$ cat config.mk
export PLATFORM = sky130hd
export DESIGN_NAME = mmio_port_responder
export DESIGN_NICKNAME = d
export VERILOG_FILES = /design/src/rtl/mmio_port_responder.sv
export SDC_FILE = /design/constraint.sdc
export NUM_CORES = 1
export LEC_CHECK = 0
export ABC_CLOCK_PERIOD_IN_PS = 2960
export CELL_PAD_IN_SITES_DETAIL_PLACEMENT = 0
export CELL_PAD_IN_SITES_GLOBAL_PLACEMENT = 1
export CORE_ASPECT_RATIO = 0.5
export CORE_UTILIZATION = 43
export DETAILED_ROUTE_END_ITERATION = 6
export GPL_ROUTABILITY_DRIVEN = 0
export PLACE_DENSITY_LB_ADDON = 0.1
export SETUP_SLACK_MARGIN = 0.4
export SYNTH_ARGS = -nofsm -noshare
export SYNTH_HDL_FRONTEND = slang
export SYNTH_SLANG_ARGS = --single-unit
$ cat constraint.sdc
create_clock -name clk -period 2.96 [get_ports clk]
set_input_delay 0.444 -clock clk [delete_from_list [all_inputs] [get_ports clk]]
set_output_delay 0.444 -clock clk [all_outputs]
set_load 0.005 [all_outputs]
$ cat src/rtl/mmio_port_responder.sv
// MMIO responder on the data-memory bus: a 16-byte register window with a paced TX FIFO
// that drives PortOut/PortStrobe, and a synchronized PortIn with a sticky change flag.
module mmio_port_responder #(
  parameter logic [31:0] BASE_ADDR   = 32'h1001_0040,
  parameter int unsigned FIFO_DEPTH  = 4,
  parameter int unsigned HOLD_CYCLES = 8
) (
  input  logic        clk,
  input  logic        reset,
  input  logic [31:0] Address,
  input  logic [31:0] WriteData,
  input  logic        MemWrite,
  input  logic        MemRead,
  output logic [31:0] ReadData,
  output logic        Hit,
  input  logic [7:0]  PortIn,
  output logic [31:0] PortOut,
  output logic        PortStrobe
);
  localparam int unsigned AW = $clog2(FIFO_DEPTH);
  localparam int unsigned CW = AW + 1;
  localparam int unsigned HW = $clog2(HOLD_CYCLES);

  typedef enum logic [1:0] {
    REG_TXDATA = 2'd0,
    REG_PORTIN = 2'd1,
    REG_STATUS = 2'd2,
    REG_COUNT  = 2'd3
  } reg_sel_e;

  typedef enum logic {
    IDLE,
    HOLD
  } state_e;

  state_e         state_q, state_d;
  logic [31:0]    mem_q [FIFO_DEPTH];
  logic [AW-1:0]  wr_ptr_q, rd_ptr_q;
  logic [CW-1:0]  count_q, count_d;
  logic [HW-1:0]  hold_cnt_q;
  logic [31:0]    port_out_q;
  logic           strobe_q;
  logic           ovf_q, in_chg_q;
  logic [7:0]     s1_q, in_sync_q, in_prev_q;

  reg_sel_e       sel;
  logic           full, empty, busy;
  logic           tx_wr, st_wr, push, load;
  logic           ovf_set, in_chg_set;
  logic           unused_addr_bits;

  assign unused_addr_bits = ^Address[1:0];

  assign Hit        = (Address[31:4] == BASE_ADDR[31:4]);
  assign sel        = reg_sel_e'(Address[3:2]);
  assign full       = (count_q == CW'(FIFO_DEPTH));
  assign empty      = (count_q == '0);
  assign busy       = (state_q == HOLD);
  assign tx_wr      = Hit && MemWrite && (sel == REG_TXDATA);
  assign st_wr      = Hit && MemWrite && (sel == REG_STATUS);
  // full is the pre-edge occupancy, so a same-edge pop never rescues a push
  assign push       = tx_wr && !full;
  assign ovf_set    = tx_wr && full;
  assign in_chg_set = (in_sync_q != in_prev_q);

  assign PortOut    = port_out_q;
  assign PortStrobe = strobe_q;

  // Drain FSM: state register
  always_ff @(posedge clk) begin
    if (!reset) state_q <= IDLE;
    else        state_q <= state_d;
  end

  // Drain FSM: next state
  always_comb begin
    state_d = state_q;
    case (state_q)
      IDLE: if (!empty) state_d = HOLD;
      HOLD: if (hold_cnt_q == '0 && empty) state_d = IDLE;
      default: state_d = IDLE;
    endcase
  end

  // Drain FSM: outputs
  always_comb begin
    load = 1'b0;
    case (state_q)
      IDLE:    load = !empty;
      HOLD:    load = !empty && (hold_cnt_q == '0);
      default: load = 1'b0;
    endcase
  end

  always_comb begin
    count_d = count_q;
    case ({push, load})
      2'b10:   count_d = count_q + 1'b1;
      2'b01:   count_d = count_q - 1'b1;
      default: count_d = count_q;
    endcase
  end

  always_ff @(posedge clk) begin
    if (push) mem_q[wr_ptr_q] <= WriteData;
  end

  always_ff @(posedge clk) begin
    if (!reset) begin
      wr_ptr_q   <= '0;
      rd_ptr_q   <= '0;
      count_q    <= '0;
      hold_cnt_q <= '0;
      port_out_q <= '0;
      strobe_q   <= 1'b0;
    end else begin
      count_q  <= count_d;
      strobe_q <= load;
      if (push) wr_ptr_q <= wr_ptr_q + 1'b1;
      if (load) begin
        port_out_q <= mem_q[rd_ptr_q];
        rd_ptr_q   <= rd_ptr_q + 1'b1;
        hold_cnt_q <= HW'(HOLD_CYCLES - 1);
      end else if (state_q == HOLD && hold_cnt_q != '0) begin
        hold_cnt_q <= hold_cnt_q - 1'b1;
      end
    end
  end

  // Sticky flags: a set on the same edge as a software clear wins
  always_ff @(posedge clk) begin
    if (!reset) begin
      ovf_q     <= 1'b0;
      in_chg_q  <= 1'b0;
      s1_q      <= '0;
      in_sync_q <= '0;
      in_prev_q <= '0;
    end else begin
      ovf_q     <= (ovf_q && !(st_wr && WriteData[3])) || ovf_set;
      in_chg_q  <= (in_chg_q && !(st_wr && WriteData[4])) || in_chg_set;
      s1_q      <= PortIn;
      in_sync_q <= s1_q;
      in_prev_q <= in_sync_q;
    end
  end

  always_comb begin
    ReadData = '0;
    if (Hit && MemRead) begin
      case (sel)
        REG_TXDATA: ReadData = port_out_q;
        REG_PORTIN: ReadData = {24'b0, in_sync_q};
        REG_STATUS: ReadData = {27'b0, in_chg_q, ovf_q, busy, full, empty};
        REG_COUNT:  ReadData = {{(32 - CW){1'b0}}, count_q};
        default:    ReadData = '0;
      endcase
    end
  end

endmodule

After elaboration in Yosys (flattened, before gate mapping)
Memories as Yosys holds them, arrays and structs flattened. A register that Yosys moved wholly into a read port is not among the register bits.
Cells that the tools add are included.
{"block": "totals", "reg_bits": 38, "ramBits": 128, "input_bits": 76, "out_inout_bits": 66, "memories": 1}
{"block": "classes", "addsub": 5, "n_eq_ne": 8, "mux": 11, "n_bitwise": 1, "reduce_logical": 26}
{"memory": "mem_q", "words": 4, "width": 32, "rd": 1, "rd_ports_with_merged_regs": 1, "wr": 1, "line_no": "37", "text": "logic [31:0] mem_q [FIFO_DEPTH];"}
{"cell": "$pmux W32 S4", "n": 1}
{"cell": "$mux W32", "n": 1}
{"cell": "$eq A28 B25 Y1 const B", "n": 1}
{"cell": "$logic_and A1 B1 Y1", "n": 13}
{"cell": "$ne A8 B8 Y1", "n": 1}
{"cell": "$eq A2 B2 Y1 const B", "n": 3}
{"cell": "$logic_not A3 Y1", "n": 2}
{"cell": "$mux W3", "n": 2}
{"cell": "$pmux W3 S2", "n": 1}
{"cell": "$sub A3 B1 Y3 const B", "n": 2}
{"cell": "$logic_not A1 Y1", "n": 5}
{"cell": "$add A2 B1 Y2 const B", "n": 2}
{"cell": "$eq A2 B1 Y1 const B", "n": 2}
{"cell": "$mux W1", "n": 4}
{"cell": "$pmux W1 S2", "n": 2}
{"cell": "$reduce_bool A2 Y1", "n": 2}
{"cell": "$add A3 B1 Y3 const B", "n": 1}
{"cell": "$eq A3 B3 Y1 const B", "n": 1}
{"cell": "$reduce_bool A3 Y1", "n": 1}
{"cell": "$logic_not A2 Y1", "n": 1}
{"cell": "$logic_or A1 B1 Y1", "n": 2}
{"cell": "$not A1 Y1", "n": 1}

Logic depth before layout (Yosys ltp)
{"block": "logic_depth", "depth_word": 7, "mapped_depth": 13, "mapped_depth_nobuf": 11}

Worst setup path before layout
No wires, ideal clock.
{"block": "synth_path", "path_type": "in2reg", "from": "input port Address[27]", "to": "memory mem_q[2][0] (enable)", "setup_time_ns": 0.392, "arrival_ns": 2.199, "slack_ns": 0.369, "cell_stages": 4, "cell_sequence": "nor4b_1 > nand3_1 > nor3_2 > and2_1"}
{"block": "synth_via", "elab_chain_len": 6}
{"item": "from (decl)", "line_no": "10", "text": "input logic [31:0] Address,"}
{"item": "$eq A28 B25 Y1", "line_no": "54", "text": "assign Hit = (Address[31:4] == BASE_ADDR[31:4]);"}
{"item": "$logic_and A1 B1 Y1 (2 in series)", "line_no": "59", "text": "assign tx_wr = Hit && MemWrite && (sel == REG_TXDATA);"}
{"item": "$logic_and A1 B1 Y1", "line_no": "62", "text": "assign push = tx_wr && !full;"}
{"item": "$mux W1", "line_no": "105", "text": "if (push) mem_q[wr_ptr_q] <= WriteData;"}
{"item": "$mux W1 (implied by the code)", "line_no": "105"}
{"item": "to (decl)", "line_no": "37"}
No other way between the ends.

Worst setup path after layout
{"block": "layout_path", "from": "input port Address[29]", "to": "output port ReadData[12]"}
{"block": "layout_via", "elab_chain_len": 3}
{"item": "$eq A28 B25 Y1", "line_no": "54"}
{"item": "$logic_and A1 B1 Y1", "line_no": "149", "text": "if (Hit && MemRead) begin"}
{"item": "$mux W32", "line_no": "149"}
{"item": "to (decl)", "line_no": "14", "text": "output logic [31:0] ReadData,"}
No other way between the ends.

==> results.json <==
{
  "syn_inst": 522,
  "num_antenna_cells": 0,
  "wl_per_cell_um": 17.96,
  "rr_worst_depth": 10,
  "yosys_most_used_dff": "edfxtp_1",
  "async_flop_share_pct": 0,
  "drt_wl_total_um": 17060,
  "r2r-end": "count_q[2]",
  "io_pins": 142,
  "min_to": "in_sync_q[1]",
  "grt_use_total_pct": 19.32,
  "critPathMaxFanout": 3,
  "nFillCells": 1409,
  "port_buffers": 139,
  "layout_min_cycle_time_ns": 2.573,
  "grt_max_degree": 43,
  "coreArea_um2": 17400,
  "max_freq_mhz": 388.7,
  "syn_area_um2": 7675,
  "clock_sinks": 198,
  "crit_chain": "buf_6 -> nor4b_4 -> nand3_2 -> nor4_4 -> buf_4 -> buf_12 -> buf_16 -> buf_12 -> buf_6 -> and2_4 -> buf_2",
  "row_count": 34,
  "die_w_um": 190.9,
  "slowest_delay_ns": 0.33,
  "yosys.area.top_type": "edfxtp_1",
  "ys_top_cells_by_area": "edfxtp_1 50%, dfxtp_1 18%, mux4_2 10%, and2_1 4.3%, nand2_1 3.5%",
  "min_from": "s1_q[1]",
  "synth_edf_count": 128,
  "die-area_um2": 18420,
  "yosysMostFrequentCell": "edfxtp_1",
  "avgSynthCellArea_um2": 14.70,
  "htree_levels": 4,
  "final_layout_size_suffix_gt1_share_pct": 26.54,
  "arrival_ns": 2.13,
  "cts_tree": "done",
  "synth_common_cells": "128 x edfxtp_1, 72 x nand2_1, 70 x dfxtp_1",
  "synth_warnings": 0,
  "dpl.hpwl_um": 10550,
  "root_buffer": "clkbuf_16",
  "dp_cells": 897,
  "numCtsBuffers": 17,
  "fin_ws_ns": 0.3871,
  "die_h_um": 96.47,
  "r2r_slack_ns": 0.59,
  "finClkSkew_ns": 0.01061,
  "crit_type": "in2out",
  "vias": 4774,
  "route.detailed.drc": 0,
  "nets": 787,
  "relSlewSlack_pct": 37.32,
  "cp-start-kind": "input port",
  "synth_top_area_share_pct": 50.08,
  "synth_fp_nets": 606,
  "yosysSeqAreaShare_pct": 68.34,
  "grt_antenna_before_repair": 1,
  "stdcell_count": 950,
  "ys_seq_elements": 198,
  "worst_path_max_delay_cell": "nor4_4",
  "hold_buffers": 0,
  "firstDrtPassIters": 4,
  "grt_first_pass_wirelength_um": 25640,
  "hold_violations": 0,
  "total_power_mw": 5.454,
  "drtIter0Drc": 263,
  "power.density_nw_per_um2": 525.7,
  "rsz0062_at_grt": "true",
  "clkLatencyLatePin_ns": 0.44,
  "start_util_pct": 44.11,
  "worstHoldPathType": "reg2reg",
  "worst_pin_slew_ns": 0.9401,
  "clk_path_buf_depth": 2,
  "reg2reg_from": "count_q[2]",
  "syn_to_final_growth_pct": 35.16,
  "report.final.slew_viol_count": 0,
  "postRouteAntennaNets": 0,
  "worst_setup_path_end_kind": "output port",
  "status": "completed",
  "pre_cts_slack_ns": -0.1893,
  "grt_overflow": 0,
  "ir_drop_uv": 432.4,
  "clkTransAtPathRegs_ns": 0.07,
  "required_ns": 2.52,
  "fin_crit_sh_pct": 86.92,
  "grt_pass1_vias": 4692,
  "fin_setup_tns_ns": 0,
  "viasPerCell": 5.025,
  "synth_cell_types": 42,
  "min_path_cells": 1,
  "finalSetupViolCount": 0,
  "register_area_um2": 5248,
  "whs_ns": 0.4397,
  "multi_input_area_um2": 2401,
  "p_leak_nw": 3.682,
  "maxCapViolCount": 0
}
[area by class of cell]
class / count / share of cell area, %
Multi-Input combinational cell: 285 / 23.15
Sequential cell: 198 / 50.58
Inverter: 13 / 0.4704
Clock inverter: 15 / 1.701
Timing Repair Buffer: 188 / 17.18
Clock buffer: 17 / 4.101
Tap cell: 234 / 2.822
[power breakdown]
group,switching [mW],internal (mW),total (mW)
registers,0.00689,2.94,2.95
logic,0.0800,0.103,0.183
clock network,1.17,1.15,2.32
[what timing repair did]
| item | 4_1_cts | 5_1_grt |
|---|---|---|
| gates cloned | 2 | 0 |
| pin swaps | 13 | 9 |
| buffers inserted | 17 | 2 |
| gates resized for setup | 193 | 34 |
| endpoints found under the setup margin | 35 | 23 |
[worst max-delay path by stage]
stage / from / end / slack (ns) / cells after the start
2_1_floorplan: hold_cnt_q[0] / count_q[2] / 0.51 / 13
3_3_place_gp: Address[27] / ReadData[14] / -0.17 / 7
3_5_place_dp: Address[27] / count_q[2] / -0.19 / 12
4_1_cts: Address[21] / ReadData[17] / 0.40 / 11
5_1_grt: Address[22] / ReadData[8] / 0.30 / 11
6_report: Address[29] / ReadData[12] / 0.39 / 11
[per-layer routing]
layer	share of wire (%)	global-route usage, %
met5	0	0
met4	0.59	5.600
met3	6.4	4.839
met2	45	30.46
met1	48	26.67
[critical path: cells and delay by family]
kind | cells | cell delay, ns
AND/OR/NAND/NOR | 4 | 0.90
buffers and inverters | 7 | 0.78
[state kept, by name, summed over array words and instances, names as in the netlist]
signal	flops
hold_cnt_q	3
in_prev_q	8
count_q	3
wr_ptr_q	2
rd_ptr_q	2
s1_q	8
PortOut	32
in_chg_q	1
in_sync_q	8
PortStrobe	1
mem_q	128
ovf_q	1
busy	1
[stage by stage]
step / utilization, % / cell area, um^2
6_report: 59.62 / 10370
5_1_grt: 59.62 / 10370
4_1_cts: 59.38 / 10330
3_5_place_dp: 54.84 / 9542
3_3_place_gp: 54.84 / 9542
2_1_floorplan: - / 7681
[kinds of logic (layout without fill, tap and decap cells)]
logic type,Yosys count,in the layout,synth area share (%)
fa+ha+maj,8,8,1.402
simple gates,174,174,12.13
xor+xnor,11,11,1.255
buf+inv,39,233,2.234
flops,198,198,68.34
mux,41,41,10.89
compound gates,51,51,3.750
[layout by cell type, fill, tap and decap left out, drive strengths merged, types with 5 or more instances in the layout]
cell type | synthesis | final
edfxtp | 128 | 128
buf | 10 | 83
clkdlybuf4s50 | 0 | 77
nand2 | 72 | 72
dfxtp | 70 | 70
and2 | 53 | 53
a21oi | 39 | 39
mux4 | 34 | 34
clkbuf | 16 | 28
inv | 12 | 19
nor2 | 13 | 13
dlygate4sd2 | 0 | 11
xnor2 | 9 | 9
mux2i | 7 | 7
ha | 7 | 7
nor3 | 7 | 7
nor4 | 5 | 5
nor2b | 5 | 5
clkinv | 1 | 5
(Power assumes the default switching activity.)
